<file path="config.mk">
export PLATFORM = sky130hd
export DESIGN_NAME = clk_rst_seq
export DESIGN_NICKNAME = d
export VERILOG_FILES = /design/src/rtl/clk_rst_pkg.sv /design/src/rtl/clk_div_ch.sv /design/src/rtl/clk_rst_seq.sv
export SDC_FILE = /design/constraint.sdc
export NUM_CORES = 1
export LEC_CHECK = 0
export ABC_AREA = 0
export ABC_CLOCK_PERIOD_IN_PS = 13400
export CAP_MARGIN = 15
export CORE_ASPECT_RATIO = 0.75
export CORE_UTILIZATION = 55
export CTS_CLUSTER_DIAMETER = 40
export CTS_CLUSTER_SIZE = 25
export DETAILED_ROUTE_END_ITERATION = 16
export GPL_ROUTABILITY_DRIVEN = 0
export GPL_TIMING_DRIVEN = 0
export PLACE_DENSITY = 0.81
export SYNTH_ARGS = -nofsm -noshare
export SYNTH_HDL_FRONTEND = slang
export SYNTH_SLANG_ARGS = --single-unit
</file>
<file path="constraint.sdc">
create_clock -name clk_in -period 13.4 [get_ports clk_in]
set_input_delay 4.02 -clock clk_in [delete_from_list [all_inputs] [get_ports clk_in]]
set_output_delay 4.02 -clock clk_in [all_outputs]
set_load 0.02 [all_outputs]
</file>
<file path="src/rtl/clk_rst_pkg.sv">
// Shared encodings and helpers for the clock-enable / reset sequencer.
package clk_rst_pkg;

  localparam int unsigned SEQ_STATE_W = 2;

  typedef enum logic [SEQ_STATE_W-1:0] {
    ST_ASSERT = 2'd0,
    ST_WAIT   = 2'd1,
    ST_DONE   = 2'd2
  } seq_state_e;

  // A programmed zero means "as fast as possible", i.e. one.
  function automatic logic [31:0] clamp_min1(input logic [31:0] v);
    return (v == 32'd0) ? 32'd1 : v;
  endfunction

endpackage

</file>
<file path="src/rtl/clk_div_ch.sv">
// Single-channel divider: sys_clk toggles every N enabled cycles, clk_en marks each rise.
module clk_div_ch
  import clk_rst_pkg::*;
#(
  parameter int unsigned DIV_W = 16
) (
  input  logic             clk_in,
  input  logic             reset_in,
  input  logic             en,
  input  logic [DIV_W-1:0] div,
  output logic             sys_clk,
  output logic             clk_en
);

  logic [DIV_W-1:0] cnt_q, cnt_d;
  logic [DIV_W-1:0] n_last;
  logic             sys_clk_q, sys_clk_d;
  logic             clk_en_q, clk_en_d;

  // >= rather than == so a lowered ratio takes effect immediately.
  always_comb begin
    n_last    = DIV_W'(clamp_min1(32'(div)) - 32'd1);
    cnt_d     = cnt_q;
    sys_clk_d = sys_clk_q;
    clk_en_d  = 1'b0;
    if (!en) begin
      cnt_d     = '0;
      sys_clk_d = 1'b0;
    end else if (cnt_q >= n_last) begin
      cnt_d     = '0;
      sys_clk_d = ~sys_clk_q;
      clk_en_d  = ~sys_clk_q;
    end else begin
      cnt_d = cnt_q + DIV_W'(1);
    end
  end

  always_ff @(posedge clk_in) begin
    if (reset_in) begin
      cnt_q     <= '0;
      sys_clk_q <= 1'b0;
      clk_en_q  <= 1'b0;
    end else begin
      cnt_q     <= cnt_d;
      sys_clk_q <= sys_clk_d;
      clk_en_q  <= clk_en_d;
    end
  end

  assign sys_clk = sys_clk_q;
  assign clk_en  = clk_en_q;

endmodule

</file>
<file path="src/rtl/clk_rst_seq.sv">
// NUM_CH programmable clock dividers plus a sequencer releasing domain resets
// in channel order at a programmable spacing.
module clk_rst_seq
  import clk_rst_pkg::*;
#(
  parameter int unsigned NUM_CH = 4,
  parameter int unsigned DIV_W  = 16,
  parameter int unsigned DLY_W  = 16
) (
  input  logic                    clk_in,
  input  logic                    reset_in,
  input  logic [NUM_CH-1:0]       ch_en,
  input  logic [NUM_CH*DIV_W-1:0] div_cfg,
  input  logic [DLY_W-1:0]        rst_dly,
  input  logic                    sw_rst_req,
  output logic [NUM_CH-1:0]       sys_clk,
  output logic [NUM_CH-1:0]       clk_en,
  output logic [NUM_CH-1:0]       sys_reset_n,
  output logic                    seq_done,
  output logic [SEQ_STATE_W-1:0]  seq_state
);

  localparam int unsigned IDX_W = (NUM_CH > 1) ? $clog2(NUM_CH) : 1;
  localparam logic [IDX_W-1:0] LAST_IDX = IDX_W'(NUM_CH - 1);

  for (genvar c = 0; c < NUM_CH; c++) begin : g_div
    clk_div_ch #(.DIV_W(DIV_W)) u_div (
      .clk_in   (clk_in),
      .reset_in (reset_in),
      .en       (ch_en[c]),
      .div      (div_cfg[c*DIV_W +: DIV_W]),
      .sys_clk  (sys_clk[c]),
      .clk_en   (clk_en[c])
    );
  end

  seq_state_e        state_q, state_d;
  logic [DLY_W-1:0]  dly_q, dly_d;
  logic [DLY_W-1:0]  dly_cnt_q, dly_cnt_d;
  logic [IDX_W-1:0]  idx_q, idx_d;
  logic [NUM_CH-1:0] rst_n_q, rst_n_d;
  logic              done_q, done_d;

  always_comb begin
    state_d   = state_q;
    dly_d     = dly_q;
    dly_cnt_d = dly_cnt_q;
    idx_d     = idx_q;
    rst_n_d   = rst_n_q;
    done_d    = done_q;
    case (state_q)
      ST_ASSERT: begin
        rst_n_d = '0;
        done_d  = 1'b0;
        idx_d   = '0;
        // Spacing is captured once per sequence; later rst_dly changes wait.
        if (!sw_rst_req) begin
          dly_d     = DLY_W'(clamp_min1(32'(rst_dly)));
          dly_cnt_d = '0;
          state_d   = ST_WAIT;
        end
      end
      ST_WAIT: begin
        if (sw_rst_req) begin
          state_d   = ST_ASSERT;
          rst_n_d   = '0;
          done_d    = 1'b0;
          idx_d     = '0;
          dly_cnt_d = '0;
        end else if (dly_cnt_q == dly_q - DLY_W'(1)) begin
          rst_n_d[idx_q] = 1'b1;
          dly_cnt_d      = '0;
          if (idx_q == LAST_IDX) begin
            state_d = ST_DONE;
            done_d  = 1'b1;
          end else begin
            idx_d = idx_q + IDX_W'(1);
          end
        end else begin
          dly_cnt_d = dly_cnt_q + DLY_W'(1);
        end
      end
      ST_DONE: begin
        if (sw_rst_req) begin
          state_d   = ST_ASSERT;
          rst_n_d   = '0;
          done_d    = 1'b0;
          idx_d     = '0;
          dly_cnt_d = '0;
        end
      end
      default: begin
        state_d = ST_ASSERT;
        rst_n_d = '0;
        done_d  = 1'b0;
        idx_d   = '0;
      end
    endcase
  end

  always_ff @(posedge clk_in) begin
    if (reset_in) begin
      state_q   <= ST_ASSERT;
      dly_q     <= '0;
      dly_cnt_q <= '0;
      idx_q     <= '0;
      rst_n_q   <= '0;
      done_q    <= 1'b0;
    end else begin
      state_q   <= state_d;
      dly_q     <= dly_d;
      dly_cnt_q <= dly_cnt_d;
      idx_q     <= idx_d;
      rst_n_q   <= rst_n_d;
      done_q    <= done_d;
    end
  end

  assign sys_reset_n = rst_n_q;
  assign seq_done    = done_q;
  assign seq_state   = state_q;

endmodule

</file>
=== Word level (Yosys, flattened, before mapping) ===
Index checks and enable logic that the tools add are counted.

* Output and inout port bits: 15
* Input port bits: 87
* Register bits after elaboration: 113
* Logic and storage cells: 115

* Bitwise operators: 14
* Equality and inequality tests: 9
* Add/subtract/negate cells: 11
* Multiplexer cells: 31
* Reductions and logical operators: 26
* $lt $le $gt $ge: 6

{| class="wikitable"
|+ Operators by type and width
! operator !! count
|-
| 16-bit two-way mux || 9
|-
| 16-bit by 1-bit adder with 16-bit output, second input constant || 5
|-
| 16-bit zero test || 5
|-
| 16-bit by 1-bit subtractor with 16-bit output, second input constant || 5
|-
| 16-bit greater-or-equal comparator || 4
|-
| 16-bit one-hot mux with 3 select lines || 1
|-
| 3-bit OR reduction || 8
|-
| 16-bit == test || 1
|-
| 2-bit two-way mux || 8
|-
| 1-bit NOT || 13
|-
| 4-bit two-way mux || 3
|-
| 3-bit inequality test, second input constant || 3
|-
| 3-bit AND reduction || 3
|-
| 4-bit one-hot mux with 2 select lines || 1
|-
| 2-bit OR reduction || 4
|-
| 2-bit one-hot mux with 3 select lines || 1
|-
| 1-bit two-way mux || 5
|-
| 2-bit == test, second input constant || 2
|-
| 2-bit inequality test, second input constant || 2
|-
| 4-bit OR || 1
|-
| 2-bit one-hot mux with 2 select lines || 1
|-
| 2-bit AND reduction || 2
|-
| 4-bit AND reduction || 1
|-
| 2-bit by 3-bit < comparator with 1-bit output, second input constant || 1
|-
| other kinds (8) || 8
|}

=== Logic depth before layout (Yosys ltp) ===
* Depth after elaboration: 8
* Gate-level depth with buffers: 21
* Gate-level depth less buffers: 20

=== By module ===
A second synthesis with hierarchy kept.

* Cells, all modules: 911
* Area total of the unflattened synthesis: 7876.3 um^2

{| class="wikitable"
|+ Modules (own cells, without submodules)
! module !! seq. area each (um^2) !! area each (um^2) !! cells each !! times used
|-
| clk_div_ch at g_div[0].u_div ... || 360.3 || 1402.6 || 161 || 3
|-
| clk_rst_seq || 820.8 || 2269.7 || 266 || 1
|-
| clk_div_ch at g_div[1].u_div || 360.3 || 1398.8 || 162 || 1
|}

=== Worst setup path before layout ===
No wires, ideal clock.

* Path type: input to register
* Start point: in div_cfg[37]
* End point: reg g_div[2].u_div.cnt_q[10]
* Cell stages on the path: 17
* Slack: 5.472 ns
* Data required time: 13.272 ns
* Arrival: 7.800 ns
* Path buffers: 1
* Cells stage by stage: or3_1 -> or4_1 -> or4_1 -> or4_1 -> nor2_1 -> nor2_1 -> ha_1 -> nand2_1 -> nor3_1 -> xnor2_1 -> ha_1 -> nand4_1 -> nor4_1 -> a21oi_1 -> nand3b_1 -> clkbuf_1 -> nor2_1

* Longest elaborated chain between the ends: 5

{| class="wikitable"
|+ RTL lines
! item !! RTL line !! source
|-
| start: declaration || clk_rst_seq.sv:13 || <nowiki>input logic [NUM_CH*DIV_W-1:0] div_cfg,</nowiki>
|-
| 16-bit zero test || clk_rst_pkg.sv:14 || <nowiki>return (v == 32'd0) ? 32'd1 : v;</nowiki>
|-
| 16-bit two-way mux * || clk_rst_pkg.sv:14 ||
|-
| 16-bit by 1-bit subtractor with 16-bit output * || clk_div_ch.sv:22 || <nowiki>n_last = DIV_W'(clamp_min1(32'(div)) - 32'd1);</nowiki>
|-
| 16-bit greater-or-equal comparator * || clk_div_ch.sv:29 || <nowiki>end else if (cnt_q >= n_last) begin</nowiki>
|-
| 3-bit OR reduction (no line) * || - ||
|-
| end signal: assignment || clk_div_ch.sv:44 || <nowiki>cnt_q <= cnt_d;</nowiki>
|-
| end: declaration || clk_div_ch.sv:15 || <nowiki>logic [DIV_W-1:0] cnt_q, cnt_d;</nowiki>
|}

Mark *: on every way between the ends. The rest lies on a longest branch, timed or not.
A chain may end at the register's enable or synchronous reset.

=== Worst setup path after layout ===
* Start point: in div_cfg[36]
* End point: reg g_div[2].u_div.cnt_q[1]

Same word-level chain as after synthesis.

==> summary.md <==
| Metric | Value |
|---|---|
| Compound-cell area share of the yosys netlist | a little over a tenth |
| HPWL after detailed placement | ~13000 um |
| Initial antenna violation count | 0 |
| Post-synth EDFFs | 0 |
| Main combinational cell family by area after synthesis | simple AND/OR/NAND/NOR gates |
| Worst skew pair latency | around 0.4 ns |
| Top FF cell, synth | dfxtp_1 |
| Minimum clock period | 8.62 ns |
| N_diodes | 0 |
| Area Overhead vs Synth | 23.2% |
| Rows | 36 |
| Worst-path clk slew | 0.06 ns |
| Failing checks | design-rule violations |
| Clock root buffer | clkbuf_16 |
| Final WS setup | about 4.8 ns |
| Final hold violation count | 0 |
| Mapped Cells | 924 |
| Pin count of the biggest net entering global routing | 17 |
| Post-CTS Hold Buffers | 0 |
| Startpoint Class | input pin |
| Synthesized area | between 7000 and 8000 um2 |
| CP required | roughly 14 ns |
| Status | finished with violations |
| Fin nets | 1208 |
| Num CTS Buffers | 17 |
| Die height | about 100 um |
| Setup TNS | 0 ns |
| Maxcap violations | 0 |
| Relative slew slack | a little under half |
| Final setup viols | 0 |
| Worst slew pin tran | 0.780 ns |
| First-pass GRT wire length | between 20000 and 30000 um |
| Crit Path Category | in2reg |
| DR pass1 iterations | 11 |
| Dpl ws | between 4 and 5 ns |
| Final period util | 64.3% |
| Async set-reset flop share out of synthesis | 0% |
| WP data arrival | between 8 and 9 ns |
| Number of global-route vias before repair | 6074 |
| # clock sinks | 113 |
| H-tree lvl count | 4 |
| Routed WL per cell | between 10 and 15 um |
| Flip-flop and latch count after synthesis | approximately 110 |
| Worst vdd ir | between 0.08 and 0.09 mV |
| IO Count | approximately 100 |
| Drt initial violations | between 300 and 400 |
| Total Wirelength | 16300 um |
| Total track usage | 23.2% |
| CP Max Fanout | 10 |
| Fillers | approximately 1100 |
| Die Footprint | approximately 14000 um2 |
| Post-Synth Simple-Gate Area | between 20% and 30% |
| Post-synthesis xor/xnor area fraction | between 10% and 20% |
| Post_cts resized | 0 |
| Chain of cells forming the critical path | clkdlybuf4s50_1 > or3_1 > or4_1 > or4_1 > or4_1 > nor2_1 > nor2_1 > ha_1 > nand2_1 > nor3_1 > xnor2_1 > ha_1 > a21o_1 > a21o_1 > a21oi_1 > o21ai_0 > a21oi_1 > nand3b_1 > clkbuf_1 > nor2_1 |
| YS warnings | 0 |
| Register area share after synthesis | 29.6% |
| Crit. End Element | register |
| Fmax | roughly 120 MHz |
| Max Root-Sink Buffers | 2 |
| Core box area | 13300 um2 |
| Fraction of layout cells with a size suffix above 1 | under 10% |
| Min-delay worst type | reg2reg |
| Pwr/cell area | ~94 nW/um2 |
| Slew Limit Fails | 0 |
| Fin Hold WS | between 0.4 and 0.5 ns |
| Avg Inst Size Synth | slightly above 8 um2 |
| Adder-cell share of the synthesized area | between 10% and 20% |
| Residual DRC | 8 |
| Highest cell delay on the worst timing path | roughly 0.52 ns |
| Routed Antenna Nets | 0 |
| Worst path slowest cell | or4_1 |
| Mux contribution to synthesized area | 0% |
| Unrepaired setup endpoints after global routing | false |
| IO buf count | 100 |
| Setup Skew | roughly 0.011 ns |
| Crit path buf inv count | 2 |
| Leakage power | about 3.7 nW |
| Initial core utilization | a little under three fifths |
| Number of vias per cell | approximately 5.5 |
| Die width | approximately 140 um |
| Grt ovf | 0 |
| CP delay by family, top | simple AND/OR/NAND/NOR gates |
| Post CTS Setup Buffer Count | 0 |
| Synth cell types | 58 |
| Total number of vias | between 6000 and 7000 |
| Syn nets | 1089 |
| TritonCTS clock tree | done |
==> cell families after synthesis <==
family,count (synthesis)
flip-flops,113
XOR/XNOR,142
adder cells (fa/ha/maj),78
AND/OR/NAND/NOR,404
buffers and inverters,65
AO/OA/AOI/OAI,122
==> metal layers <==
metal | global-route usage (%) | vias up | part of all wire [%]
met1 | 31.3 | 3102 | 50
met2 | 37.2 | 144 | 45
met3 | 4.79 | 16 | 4.5
met4 | 7.06 | 0 | 0.96
met5 | 0 | - | 0
li1 | - | 3495 | -
==> power by group <==
group          leakage, nW  switching [mW]  internal [mW]
Sequential           0.914         0.00466          0.341
Combinational         2.53          0.0603         0.0625
Clock                0.253           0.158          0.258
Total                 3.70           0.223          0.662
==> path summary, 6_finish.rpt <==
kind,start,endpoint,slack [ns],cells past startpoint
max,div_cfg[36],g_div[2].u_div.cnt_q[1],4.78,20
min,g_div[1].u_div.sys_clk,g_div[1].u_div.clk_en,0.46,1
max reg2reg,dly_q[0],dly_cnt_q[12],10.18,12
min reg2reg,g_div[1].u_div.sys_clk,g_div[1].u_div.clk_en,0.46,1
==> metrics by stage <==
stage	instances	area [um2]	total power [mW]	utilization, %
2_1_floorplan	924	7650	0.424	-
3_3_place_gp	1195	8860	0.471	66.7
3_5_place_dp	1195	8860	0.474	66.7
4_1_cts	1227	9420	0.891	70.9
5_1_grt	1227	9420	0.924	70.9
6_report	1227	9420	0.885	70.9
==> Yosys cell counts (2+ instances only) <==
library cell | count | share of area [%]
a211oi_1 | 5 | 0.49
a21o_1 | 22 | 2.2
a21oi_1 | 36 | 2.4
a221oi_1 | 2 | 0.23
a22o_1 | 5 | 0.57
a41oi_1 | 2 | 0.23
and3_1 | 20 | 1.6
buf_1 | 3 | 0.15
buf_2 | 2 | 0.13
buf_4 | 9 | 0.88
buf_6 | 4 | 0.59
clkbuf_1 | 20 | 0.98
dfxtp_1 | 113 | 30
ha_1 | 78 | 13
inv_1 | 27 | 1.3
nand2_1 | 66 | 3.2
nand2b_1 | 9 | 0.74
nand3_1 | 43 | 2.8
nand3b_1 | 6 | 0.59
nand4_1 | 18 | 1.5
nor2_1 | 134 | 6.6
nor2b_1 | 8 | 0.65
nor3_1 | 32 | 2.1
nor3_2 | 2 | 0.26
nor3b_1 | 3 | 0.29
nor4_1 | 24 | 2.0
nor4b_1 | 5 | 0.57
o211ai_1 | 4 | 0.39
o21a_1 | 4 | 0.39
o21ai_0 | 17 | 1.1
o21bai_1 | 6 | 0.59
o31a_1 | 4 | 0.46
o31ai_1 | 2 | 0.20
or2_2 | 4 | 0.33
or3_1 | 11 | 0.90
or4_1 | 10 | 0.98
or4_4 | 2 | 0.29
or4b_1 | 2 | 0.26
xnor2_1 | 76 | 8.7
xor2_1 | 66 | 7.6
==> final cells by class <==
type	instances	area (um2)	share of cell area, %
sequential	113	2260	24.0
tap	171	214	2.27
buffer	38	209	2.22
clock inverter	13	115	1.22
inverter	27	101	1.08
multi-input combinational	746	5070	53.9
clock buffer	19	443	4.70
timing repair buffer	100	1000	10.6
==> state kept, by name, summed over array words and instances, names as in the netlist <==
register	flops
dly_cnt_q	16
dly_q	16
g_div.u_div.clk_en	4
g_div.u_div.cnt_q	64
g_div.u_div.sys_clk	4
idx_q	2
seq_done	1
seq_state	2
sys_reset_n	4
==> placed cells by master (no fill, tap or decap), types with 11 or more instances in the layout <==
cell type / synthesis / final
and3_1: 20 / 20
clkbuf_1: 20 / 21
nand2_1: 66 / 66
or3_1: 11 / 11
a21oi_1: 36 / 36
nand4_1: 18 / 18
o21ai_0: 17 / 17
dfxtp_1: 113 / 113
nor2_1: 134 / 134
xor2_1: 66 / 66
nand3_1: 43 / 43
clkdlybuf4s50_1: 0 / 100
nor3_1: 32 / 32
nor4_1: 24 / 24
ha_1: 78 / 78
clkbuf_16: 0 / 17
a21o_1: 22 / 22
inv_1: 27 / 27
xnor2_1: 76 / 76
Power figures use the tool's default switching activity.
==> variant (config.mk and constraints unchanged) <==
`DIV_W` is set to 16 in 2 places; all go to 32.
--- a/src/rtl/clk_div_ch.sv
+++ b/src/rtl/clk_div_ch.sv
@@ -2,7 +2,7 @@
 module clk_div_ch
   import clk_rst_pkg::*;
 #(
-  parameter int unsigned DIV_W = 16
+  parameter int unsigned DIV_W = 32
 ) (
   input  logic             clk_in,
   input  logic             reset_in,
--- a/src/rtl/clk_rst_seq.sv
+++ b/src/rtl/clk_rst_seq.sv
@@ -4,7 +4,7 @@
   import clk_rst_pkg::*;
 #(
   parameter int unsigned NUM_CH = 4,
-  parameter int unsigned DIV_W  = 16,
+  parameter int unsigned DIV_W  = 32,
   parameter int unsigned DLY_W  = 16
 ) (
   input  logic                    clk_in,
Ports: changed (resized div_cfg); port bits go from 102 to 166. The function was not compared with the original's and may differ.
==> variant against the original RTL <==
- synthesized area rose by 68%
- power rose by 35%
- synthesized cell count rose by 71%
- fmax fell by 12%
- sequential share of layout area fell by 1.1 points
- clock power rose by 18%
- worst hold slack got worse by 5.2 ps
- clock skew rose by 2.0 ps
- setup slack got worse by 1200 ps
- wire length rose by 86%
- sequential cell count rose by 64
- design area rose by 64%
- core utilization fell by 3.5 points
==> variant: results (changes against the original RTL) <==
status: "completed"
slew_headroom: 0.354  # -0.122
hold_path_class: "reg -> reg"
biggestRegsByFlops: "g_div.u_div.cnt_q: 128 flops, dly_cnt_q: 16 flops, dly_q: 16 flops"
met3_length_um: 1340  # +83%
n_antenna_cell: 0  # unchanged
peakVddDrop_mv: 0.0822  # +0.27%
rrSetupSlack_ps: 10240  # +60 ps
synth_cell_type_count: 65  # +12%
slowest_stage: "or4_1"
critPathMaxStageDelay_ps: 610  # +90 ps
yosysSeqAreaShare: 0.276  # -0.0202
r2r-end: "g_div[3].u_div.cnt_q[0]"
synth_ff_type: "dfxtp_1"
cts_made_buffers: 17  # unchanged
reg2regPathDepth: 10  # -2
cts_buffer_depth: 2  # unchanged
pwr-share-clk: 0.411  # -0.060
synthesis.nets: 1871  # +72%
placed_cells_incl_taps: 2043  # +71%
dr.pass1.iters: 5  # -6
path_clk_slew_ps: 70
arrival_ps: 10160  # +1210 ps
dr_total_vias: 11700  # +74%
min_from: "seq_done"
yosys_warnings: 0  # unchanged
dpl_worst_slack_ps: 3200  # -1140 ps
wirelength_um: 30300  # +86%
startpoint: "div_cfg[119]"
grt_pass1_vias: 11200  # +84%
grt_usage: 0.257  # +0.0247
grt_pass1_wl_um: 50700  # +84%
cts_resized: 0  # unchanged
drt_iter0_drc: 612  # +61%
path_class: "in -> reg"
p_int_w: 0.000885  # +34%
timing.rr.start: "g_div[3].u_div.cnt_q[0]"
place_hpwl_um: 24100  # +89%
drive_gt1_frac: 0.0344  # -0.0243
cp_max_fo: 10  # unchanged
portBuffers: 164  # +64%
root_buffer: "clkbuf_16"
finalClockSkew_ps: 13.0  # +1.99 ps
dr_wl_met2_um: 13400  # +84%
p_leak_nw: 5.68  # +54%
nets: 2055  # +70%
h-tree-depth: 4  # unchanged
antenna_found_initial: 0  # unchanged
postCtsSetupRepairBufs: 0  # unchanged
top_layer: "met4"
postRouteAntennaNets: 0  # unchanged
vias_per_cell: 5.65  # +2.7%
clk_latency_ps: 430  # +20 ps
synthTopCellsByArea: "dfxtp_1, ha_1, xnor2_1"
synthTopCellsByCount: "nor2_1, dfxtp_1, ha_1"
syn_area_per_cell_um2: 8.14  # -1.6%
wl_met1_um: 15200  # +87%
post-route-min-period_ps: 9810  # +1190 ps
[variant: cell types whose count changed after synthesis, moves of 63 or more]
cell     delta
ha_1       +64
nor2_1    +104
xor2_1     +64
nand2_1    +70
xnor2_1    +63
dfxtp_1    +64
[variant: area by class of cell]
class                           count  area, um^2
Buffer                             39         181
Clock buffer                       20         457
Clock inverter                     12         123
Fill cell                        1915        7480
Inverter                           30         113
Multi-Input combinational cell   1332        9010
Sequential cell                   177        3540
Tap cell                          300         375
Timing Repair Buffer              165        1650
[variant: routing by layer]
metal | vias up | global-route usage
met4 | 0 | 0.0650
li1 | 5995 | -
met3 | 35 | 0.0451
met1 | 5436 | 0.351
met2 | 265 | 0.416
met5 | - | 0
[variant: worst min path at each step]
stage,endpoint,cells past startpoint,slack [ps]
after floorplan,g_div[0].u_div.cnt_q[0],1,430
after global placement,seq_done,2,440
after detailed placement,seq_done,2,450
after CTS,seq_done,2,460
after global routing,sys_reset_n[2],2,490
final,seq_done,2,460
[variant: kinds of logic (layout without fill, tap and decap cells)]
family | after synthesis | after routing | synth area share
multiplexers | 1 | 1 | 0.000779
XOR/XNOR | 269 | 269 | 0.183
adder cells (fa/ha/maj) | 142 | 142 | 0.138
AO/OA/AOI/OAI | 163 | 163 | 0.0828
buffers and inverters | 69 | 266 | 0.0229
AND/OR/NAND/NOR | 757 | 757 | 0.296
flip-flops | 177 | 177 | 0.276
[variant: worst max-delay path: cells and delay by family]
family                   cells  cell delay [ps]
AO/OA/AOI/OAI                2              350
XOR/XNOR                     1              180
adder cells (fa/ha/maj)      2              530
buffers and inverters        2              810
AND/OR/NAND/NOR             14             4250
[variant: metrics by stage]
step	instance area, um^2	total power, W
floorplan	12900	0.000630
global placement	14900	0.000707
detailed placement	14900	0.000712
CTS	15500	0.00120
global route	15500	0.00124
finish	15500	0.00119
